[src/rtl/can_rx_pkg.sv]
// Shared types and constants for the CAN receive ring writer.
// Holds the FSM states, the per-frame word offsets and the header word layout.
package can_rx_pkg;

  typedef enum logic [2:0] {
    ST_IDLE,
    ST_W0,
    ST_W1,
    ST_W2,
    ST_W3
  } state_t;

  localparam logic [1:0] WORD_HDR = 2'd0;
  localparam logic [1:0] WORD_TS  = 2'd1;
  localparam logic [1:0] WORD_D0  = 2'd2;
  localparam logic [1:0] WORD_D1  = 2'd3;

  localparam int IDE_BIT = 31;
  localparam int RTR_BIT = 30;

  // Header word: flags on top, bit 29 reserved as zero, identifier right-aligned.
  function automatic logic [31:0] hdr_word(input logic ide, input logic rtr,
                                           input logic [28:0] id);
    logic [31:0] w;
    w          = '0;
    w[IDE_BIT] = ide;
    w[RTR_BIT] = rtr;
    w[28:0]    = id;
    return w;
  endfunction

endpackage

[src/rtl/can_rx_frame_writer.sv]
// Writes received CAN frames as four-word records into a RAM ring buffer and
// publishes a committed write index plus a not-empty interrupt for software.
module can_rx_frame_writer
  import can_rx_pkg::*;
#(
  parameter logic [12:0] BASE_WORD    = 13'h1F00,
  parameter int          DEPTH_FRAMES = 64,
  parameter int          PTR_W        = $clog2(DEPTH_FRAMES) + 1
) (
  input  logic             clk,
  input  logic             reset,
  input  logic             frame_valid,
  output logic             frame_ready,
  input  logic [28:0]      frame_id,
  input  logic             frame_ide,
  input  logic             frame_rtr,
  input  logic [3:0]       frame_dlc,
  input  logic [63:0]      frame_data,
  input  logic [PTR_W-1:0] rd_idx,
  output logic [PTR_W-1:0] wr_idx,
  output logic [12:0]      avm_address,
  output logic [3:0]       avm_byteenable,
  output logic             avm_chipselect,
  output logic             avm_write,
  output logic [31:0]      avm_writedata,
  output logic             avm_clken,
  output logic [15:0]      overflow_cnt,
  output logic             irq
);

  state_t state, nstate;

  logic [15:0] ts;
  logic [28:0] id_q;
  logic        ide_q, rtr_q;
  logic [3:0]  dlc_q;
  logic [63:0] data_q;
  logic [15:0] ts_q;

  logic [PTR_W-1:0] fill;
  logic             full, accept, wr_cyc;
  logic [1:0]       word_sel;
  logic [12:0]      slot_base;

  // Unsigned modular distance; anything at or past capacity (including a
  // corrupt read index) is treated as full so the ring is never overrun.
  assign fill      = wr_idx - rd_idx;
  assign full      = fill >= PTR_W'(DEPTH_FRAMES);
  assign accept    = frame_valid & frame_ready;
  assign slot_base = 13'(wr_idx[PTR_W-2:0]) << 2;
  assign avm_clken = 1'b1;

  always_comb begin
    nstate      = state;
    frame_ready = 1'b0;
    wr_cyc      = 1'b0;
    word_sel    = WORD_D1;  // idle keeps the last written word on the bus
    case (state)
      ST_IDLE: begin
        frame_ready = 1'b1;
        if (frame_valid && !full) nstate = ST_W0;
      end
      ST_W0: begin wr_cyc = 1'b1; word_sel = WORD_HDR; nstate = ST_W1;   end
      ST_W1: begin wr_cyc = 1'b1; word_sel = WORD_TS;  nstate = ST_W2;   end
      ST_W2: begin wr_cyc = 1'b1; word_sel = WORD_D0;  nstate = ST_W3;   end
      ST_W3: begin wr_cyc = 1'b1; word_sel = WORD_D1;  nstate = ST_IDLE; end
      default: nstate = ST_IDLE;
    endcase

    avm_chipselect = wr_cyc;
    avm_write      = wr_cyc;
    avm_byteenable = wr_cyc ? 4'hF : 4'h0;
    avm_address    = wr_cyc ? (BASE_WORD + slot_base + 13'(word_sel)) : 13'h0;

    case (word_sel)
      WORD_HDR: avm_writedata = hdr_word(ide_q, rtr_q, id_q);
      WORD_TS:  avm_writedata = {ts_q, 12'h000, dlc_q};
      WORD_D0:  avm_writedata = data_q[31:0];
      default:  avm_writedata = data_q[63:32];
    endcase
  end

  always_ff @(posedge clk or posedge reset) begin
    if (reset) begin
      state        <= ST_IDLE;
      ts           <= '0;
      id_q         <= '0;
      ide_q        <= 1'b0;
      rtr_q        <= 1'b0;
      dlc_q        <= '0;
      data_q       <= '0;
      ts_q         <= '0;
      wr_idx       <= '0;
      overflow_cnt <= '0;
      irq          <= 1'b0;
    end else begin
      state <= nstate;
      ts    <= ts + 16'd1;
      irq   <= (wr_idx != rd_idx);
      if (accept && full && overflow_cnt != 16'hFFFF)
        overflow_cnt <= overflow_cnt + 16'd1;
      if (accept && !full) begin
        id_q   <= frame_id;
        ide_q  <= frame_ide;
        rtr_q  <= frame_rtr;
        dlc_q  <= frame_dlc;
        data_q <= frame_data;
        ts_q   <= ts;
      end
      // Commit only after the last word lands so software never reads a torn slot.
      if (state == ST_W3) wr_idx <= wr_idx + PTR_W'(1);
    end
  end

endmodule

[config.mk]
export PLATFORM = sky130hd
export DESIGN_NAME = can_rx_frame_writer
export DESIGN_NICKNAME = d
export VERILOG_FILES = /design/src/rtl/can_rx_pkg.sv /design/src/rtl/can_rx_frame_writer.sv
export SDC_FILE = /design/constraint.sdc
export NUM_CORES = 1
export LEC_CHECK = 0
export CAP_MARGIN = 20
export CORE_ASPECT_RATIO = 0.5
export CORE_MARGIN = 10
export CORE_UTILIZATION = 49
export CTS_CLUSTER_SIZE = 24
export DETAILED_ROUTE_END_ITERATION = 6
export PLACE_DENSITY_LB_ADDON = 0.05
export RECOVER_POWER = 50
export SYNTH_ARGS = -nofsm -noshare
export SYNTH_HDL_FRONTEND = slang
export SYNTH_SLANG_ARGS = --single-unit
[constraint.sdc]
create_clock -name clk -period 6.41 [get_ports clk]
set_input_delay 0.641 -clock clk [delete_from_list [all_inputs] [get_ports clk]]
set_output_delay 0.641 -clock clk [all_outputs]
set_load 0.02 [all_outputs]
==> flow_summary_export.csv, run 1 <==
group,metric,value,unit
status,outcome,"complete, but fails checks",
status,violations,"max-capacitance violations, max-slew violations",
die,start_util,50.2,%
detailed_routing,drc,0,
logic_synthesis,synth_area,7280,um2
worst_setup_path,path_cells,"clkbuf_1, mux2_2, a22oi_1, o21ai_0, clkdlybuf4s50_1",
detailed_routing,via_count,4943,
detailed_routing,post_drt_wl_per_cell,18.2,um
clocking,insertion_delay,0.41,ns
timing,drv_slew,116,
clocking,clock_path_buffers,2,
worst_setup_path,required,5.77,ns
logic_synthesis,seq_area_frac_synth,54.3,%
finish,final_core_util,67.5,%
timing,setup_tns,0,ns
worst_setup_path,path_delay_family,"buffers and inverters",
timing,rsz0062_at_grt,"no",
clocking,cts_tree,"yes",
timing,hold_violations,0,
logic_synthesis,async_flop_share,100,%
worst_setup_path,path_class,"flop to output port",
worst_setup_path,critPathBufInv,2,
timing,worst_pin_slew,3.99,ns
clocking,postCtsHoldBufs,0,
logic_synthesis,synth_cells,582,
timing,max_slew_margin,-168,%
pwr,ir_drop,249,uV
worst_hold_path,holdCritPathClass,"flop to flop",
placed_design,numPortBuffers,184,
global_routing,grt_pass1_vias,5255,
timing,finalSetupViolCount,0,
logic_synthesis,synth_cell_type_count,35,
logic_synthesis,synth_top_area_share,54.3,%
finish,area_growth,34.5,%
global_routing,grt_use_total,17.3,%
worst_setup_path,slowest_delay,1.26,ns
worst_setup_path,startpoint_type,"flop",
worst_setup_path,critical-path-slowest-cell,"clkbuf_1",
timing,fin_crit,4.34,ns
die,die_x,192,um
logic_synthesis,synth_ff_type,"dfrtp_1",
clocking,clockRootBuffer,"clkbuf_16",
timing,finClkSkew,0.0100,ns
detailed_routing,wl,17500,um
worst_setup_path,endpoint_kind,"output port",
detailed_routing,drt_iter0_markers,256,
clocking,clk_transition_reported_paths,0.07,ns
die,fp.dieH,106,um
logic_synthesis,synth_area_leaders,"dfrtp_1 (54%), mux2_2 (14%), mux2_1 (7.7%)",
pwr,power_density,491,nW/um2
detailed_routing,avgViaCountPerCell,5.14,
global_routing,grt_max_degree,94,
logic_synthesis,synth_seq_cells,158,
clocking,post_cts_buffers,0,
finish,final_nets,868,
finish,antenna_cells,0,
die,num_io_pins,186,
die,fp.coreArea,14500,um2
pwr,cellLeakagePower,4.30,nW
clocking,cts_made_buffers,17,
logic_synthesis,postSynthAreaPerCell,12.5,um2
clocking,post_cts_resized,0,
global_routing,grt_antenna_before_repair,0,
logic_synthesis,yosysWarnings,0,
die,die-area,20400,um2
logic_synthesis,synth_edf_count,0,
clocking,cts_max_level,4,
logic_synthesis,yosysTopAreaCell,"dfrtp_1",
detailed_routing,dr.pass1.iters,4,
detailed_routing,ant_nets,0,
finish,nFillCells,1131,
placed_design,place_hpwl,12300,um
timing,max_freq,0.230,GHz
logic_synthesis,syn-num-nets,700,
finish,drive_above_1_share,17.3,%
worst_setup_path,cp.arrival,3.70,ns
flow_run,maxCapViolCount,2,
timing,min_period_over_period,67.7,%
placed_design,gp_congestion,0.792,
global_routing,grt_pass1_wl,28500,um
worst_setup_path,crit_fanout,21,
clocking,clock_sinks,158,
global_routing,grt.overflow.total,0,
die,fp-row-count,31,
worst reg2reg max path, cell delays in order (launching register included):
cell and delay [ns]:
dfrtp_1 0.46, ha_1 0.32, and4_1 0.22, o21ai_1 0.09, and4_1 0.20, or2_0 0.35
nand2_4 0.58, buf_4 0.61, mux2_2 0.42
synth_stat cells, drive strengths merged, types with 5 or more instances:
cell type and number:
nand3 17, and4 5, mux2i 13, mux2 138, nand4 5, o21ai 34
clkbuf 12, ha 9, and2 8, nor2 12, nand2 49, xnor2 26
dfrtp 158, and3 6, nor3 8, a22oi 19, xor2 11, inv 10
buf 29
layout by cell type, fill, tap and decap left out, drive strengths merged:
cell type      netlist  routed
a21oi                2       2
buf                 29       5
a31oi                1       1
clkbuf              12      20
mux2               138     138
nand2               49      49
ha                   9       9
and3                 6       6
conb                 1       1
or2                  3       3
o31ai                1       1
xnor2               26      26
dlygate4sd3          0      26
and2                 8       8
a22oi               19      19
dfrtp              158     158
o21ai               34      34
clkdlybuf4s50        0     158
nand4                5       5
nand3               17      17
a21o                 1       1
bufinv               0       2
mux2i               13      13
and4                 5       5
nor2                12      12
clkinv               0       3
nand2b               3       3
xor2                11      11
nor2b                1       1
inv                 10      17
nor3                 8       8
clkinvlp             0       1
per-layer routing:
metal	global-route usage, %	part of all wire [%]	vias up
li1	-	-	2368
met5	0	0	-
met2	29.7	50	93
met3	3.72	4.8	13
met1	22.0	45	2469
met4	3.91	0.75	0
power by group:
part	internal (W)	total (W)	switching, W	leakage (nW)
combinational	0.00108	0.00215	0.00106	2.04
sequential	0.00137	0.00160	0.000237	1.95
clock	0.000613	0.00105	0.000439	0.307
total	0.00306	0.00480	0.00174	4.30
final cells by class:
cell class	instances	area [um2]	area share, %
Clock buffer	19	453	4.63
Clock inverter	13	166	1.70
Inverter	10	38.8	0.396
Multi-Input combinational cell	373	3040	31.1
Sequential cell	158	3960	40.4
Tap cell	198	248	2.53
Timing Repair Buffer	190	1880	19.2
final timing paths:
kind	from	end	slack, ns	cells after the start
max in group asynchronous	reset	state[1]	2.35	3
max reg2reg	wr_idx[4]	id_q[2]	3.04	8
min	ts[15]	ts[15]	0.46	1
min in group asynchronous	reset	wr_idx[5]	1.88	2
min reg2reg	ts[15]	ts[15]	0.46	1
max	state[1]	avm_writedata[16]	2.07	5
registers in the layout, summed over array words and instances (netlist names):
register	count
state	3
ts_q	16
irq	1
wr_idx	7
ts	16
ide_q	1
id_q	29
dlc_q	4
rtr_q	1
data_q	64
overflow_cnt	16
metrics by stage:
stage / hold WS [ns] / area, um2 / worst slack, ns / instances / total power (W)
after floorplan: 0.438 / 7280 / 1.51 / 582 / 0.00295
after global placement: 0.454 / 9170 / 2.50 / 928 / 0.00376
after detailed placement: 0.458 / 9170 / 2.44 / 928 / 0.00380
after CTS: 0.468 / 9790 / 2.49 / 960 / 0.00487
after global routing: 0.474 / 9790 / 1.55 / 961 / 0.00511
final: 0.463 / 9790 / 2.07 / 961 / 0.00480
cell families (layout without fill, tap and decap cells):
group / count (synthesis) / count (layout) / synth area share (%)
DFF: 158 / 158 / 54.3
muxes: 151 / 151 / 23.1
and+or+nand+nor: 117 / 117 / 7.81
AOI/OAI and AO/OA: 58 / 58 / 4.73
buffers and inverters: 51 / 232 / 3.94
xor gates and xnor gates: 37 / 37 / 4.45
adders and majority gates: 9 / 9 / 1.55
other: 1 / 1 / 0.0515
Power figures use the tool's default switching activity.
==> run 2: changes to the inputs <==
CORE_UTILIZATION = 45   (was 49)
clock period = 3.9 ns   (was 6.41 ns; I/O delays follow)
==> run 2 against run 1 <==
Against the previous run: the flow still finishes with violations (max-capacitance violations, max-slew violations); critical endpoint is now avm_writedata[9]; combinational power rose by 66%; global-route usage down 0.75 points; register-to-register slack got worse by 1.8 ns; sequential power is 64% higher; non-clock buffer count grew 2; worst hold slack better by 0.011 ns; highest routed layer unchanged; largest cell class unchanged; first-iteration DRC count fell by 9.0%; wire length is 3.3% higher.
==> flow_summary_export.csv, run 2 (synthesis results as in run 1) <==
group,metric,value,unit
worst_setup_path,ff2ff_setup_slack,1.24,ns
detailed_routing,wl,18000,um
worst_setup_path,startpoint_type,"flop",
worst_setup_path,crit_fanout,32,
clocking,insertion_delay,0.42,ns
finish,drive_above_1_share,17.5,%
worst_hold_path,holdCritPathClass,"flop to flop",
finish,largestRegisters,"data_q (64), id_q (29)",
global_routing,grt_pass1_wl,28500,um
clocking,post_cts_resized,0,
global_routing,grt_antenna_before_repair,0,
finish,final_common_cell,"clkdlybuf4s50_1",
detailed_routing,via_count,4948,
clocking,cts_max_level,4,
global_routing,grt_max_degree,159,
placed_design,gp_congestion,0.780,
timing,max_freq,0.301,GHz
finish,area_growth,35.3,%
clocking,clockRootBuffer,"clkbuf_16",
timing,finClkSkew,0.00894,ns
worst_setup_path,endpoint_kind,"output port",
die,die-area,22000,um2
timing,min_period_over_period,85.2,%
pwr,ir_drop,467,uV
timing,whs,0.474,ns
global_routing,grt_use_total,16.6,%
status,violations,"max-capacitance violations, max-slew violations",
pwr,power_density,812,nW/um2
clocking,cts_tree,"yes",
global_routing,grt.overflow.total,0,
worst_setup_path,reg2reg_from,"wr_idx[3]",
detailed_routing,drc,0,
placed_design,numPortBuffers,184,
timing,setup_tns,0,ns
die,fp-row-count,32,
detailed_routing,dr.pass1.iters,4,
worst_setup_path,crit_path_end,"avm_writedata[9]",
finish,largest_register_ffs,64,
timing,max_slew_margin,-42.9,%
die,fp.coreArea,15600,um2
worst_setup_path,reg2regPathDepth,8,
status,outcome,"complete, but fails checks",
pwr,cellLeakagePower,4.28,nW
clocking,clock_path_buffers,2,
timing,drv_slew,159,
placed_design,place_hpwl,12600,um
flow_run,maxCapViolCount,1,
die,die_x,200,um
detailed_routing,post_drt_wl_per_cell,18.6,um
finish,final_cell_mix,"clkdlybuf4s50_1 (170), dfrtp_1 (157), mux2_2 (88), mux2_1 (50), nand2_1 (48)",
worst_setup_path,r2r-end,"data_q[47]",
timing,hold_violations,0,
timing,worst_pin_slew,2.14,ns
timing,finalSetupViolCount,0,
worst_setup_path,path_class,"flop to output port",
detailed_routing,ant_nets,0,
detailed_routing,drt_iter0_markers,233,
worst_setup_path,setup.worst_path.start,"state[1]",
finish,antenna_cells,0,
finish,regMostFlops,"data_q",
clocking,clk_transition_reported_paths,0.07,ns
die,num_io_pins,186,
detailed_routing,avgViaCountPerCell,5.11,
finish,final_nets,870,
worst_setup_path,required,3.51,ns
clocking,cts_made_buffers,17,
clocking,postCtsHoldBufs,0,
die,start_util,46.6,%
clocking,post_cts_buffers,0,
clocking,clock_sinks,158,
timing,fin_crit,3.32,ns
worst_setup_path,cp.arrival,2.93,ns
die,fp.dieH,110,um
global_routing,grt_pass1_vias,5226,
timing,rsz0062_at_grt,"no",
[run 2: how the worst min path moves through the flow]
stage,slack (ns),cells after the start,to,from
2_1_floorplan,0.44,1,ts[15],ts[15]
3_3_place_gp,0.45,1,ts[15],ts[15]
3_5_place_dp,0.47,1,ts[15],ts[15]
4_1_cts,0.48,1,ts[15],ts[15]
5_1_grt,0.49,1,ts[15],ts[15]
6_report,0.47,1,ts[15],ts[15]
[run 2: per-stage QoR]
stage / utilization, % / area (um2) / total power (W) / std cells / setup slack, ns
after detailed placement: 59.0 / 9220 / 0.00628 / 936 / 0.797
final: 63.1 / 9850 / 0.00799 / 969 / 0.577
after global routing: 63.1 / 9850 / 0.00848 / 969 / 0.321
after floorplan: - / 7280 / 0.00486 / 582 / 1.45
after CTS: 63.1 / 9860 / 0.00812 / 968 / 0.407
after global placement: 59.0 / 9220 / 0.00620 / 936 / 0.840
[run 2: critical path, cell delays in order, from the launching register on]
cell,delay (ns)
dfrtp_2,0.61
nor2_1,0.30
or2_2,0.67
nand2_1,0.10
o21ai_0,0.15
clkdlybuf4s50_1,0.67
[run 2: final cells by class]
| cell class | instances | area, um2 |
|---|---|---|
| Clock inverter | 14 | 203 |
| Inverter | 10 | 41.3 |
| Clock buffer | 18 | 439 |
| Fill cell | 1265 | 5770 |
| Timing Repair Buffer | 192 | 1910 |
| Tap cell | 204 | 255 |
| Multi-Input combinational cell | 373 | 3040 |
| Sequential cell | 158 | 3960 |
[run 2: routing by layer]
layer  track usage, %  up-vias  routed length (um)
li1                 -     2370                   -
met1             21.0     2480                8120
met2             28.0       93                8930
met3             4.54        5                 929
met4             3.70        0                  68
met5                0        -                   0
[run 2: report_power, final]
part	switching [W]	internal [W]	total (W)
clock	0.000710	0.00110	0.00181
sequential	0.000380	0.00225	0.00263
combinational	0.00176	0.00180	0.00356
total	0.00285	0.00514	0.00799
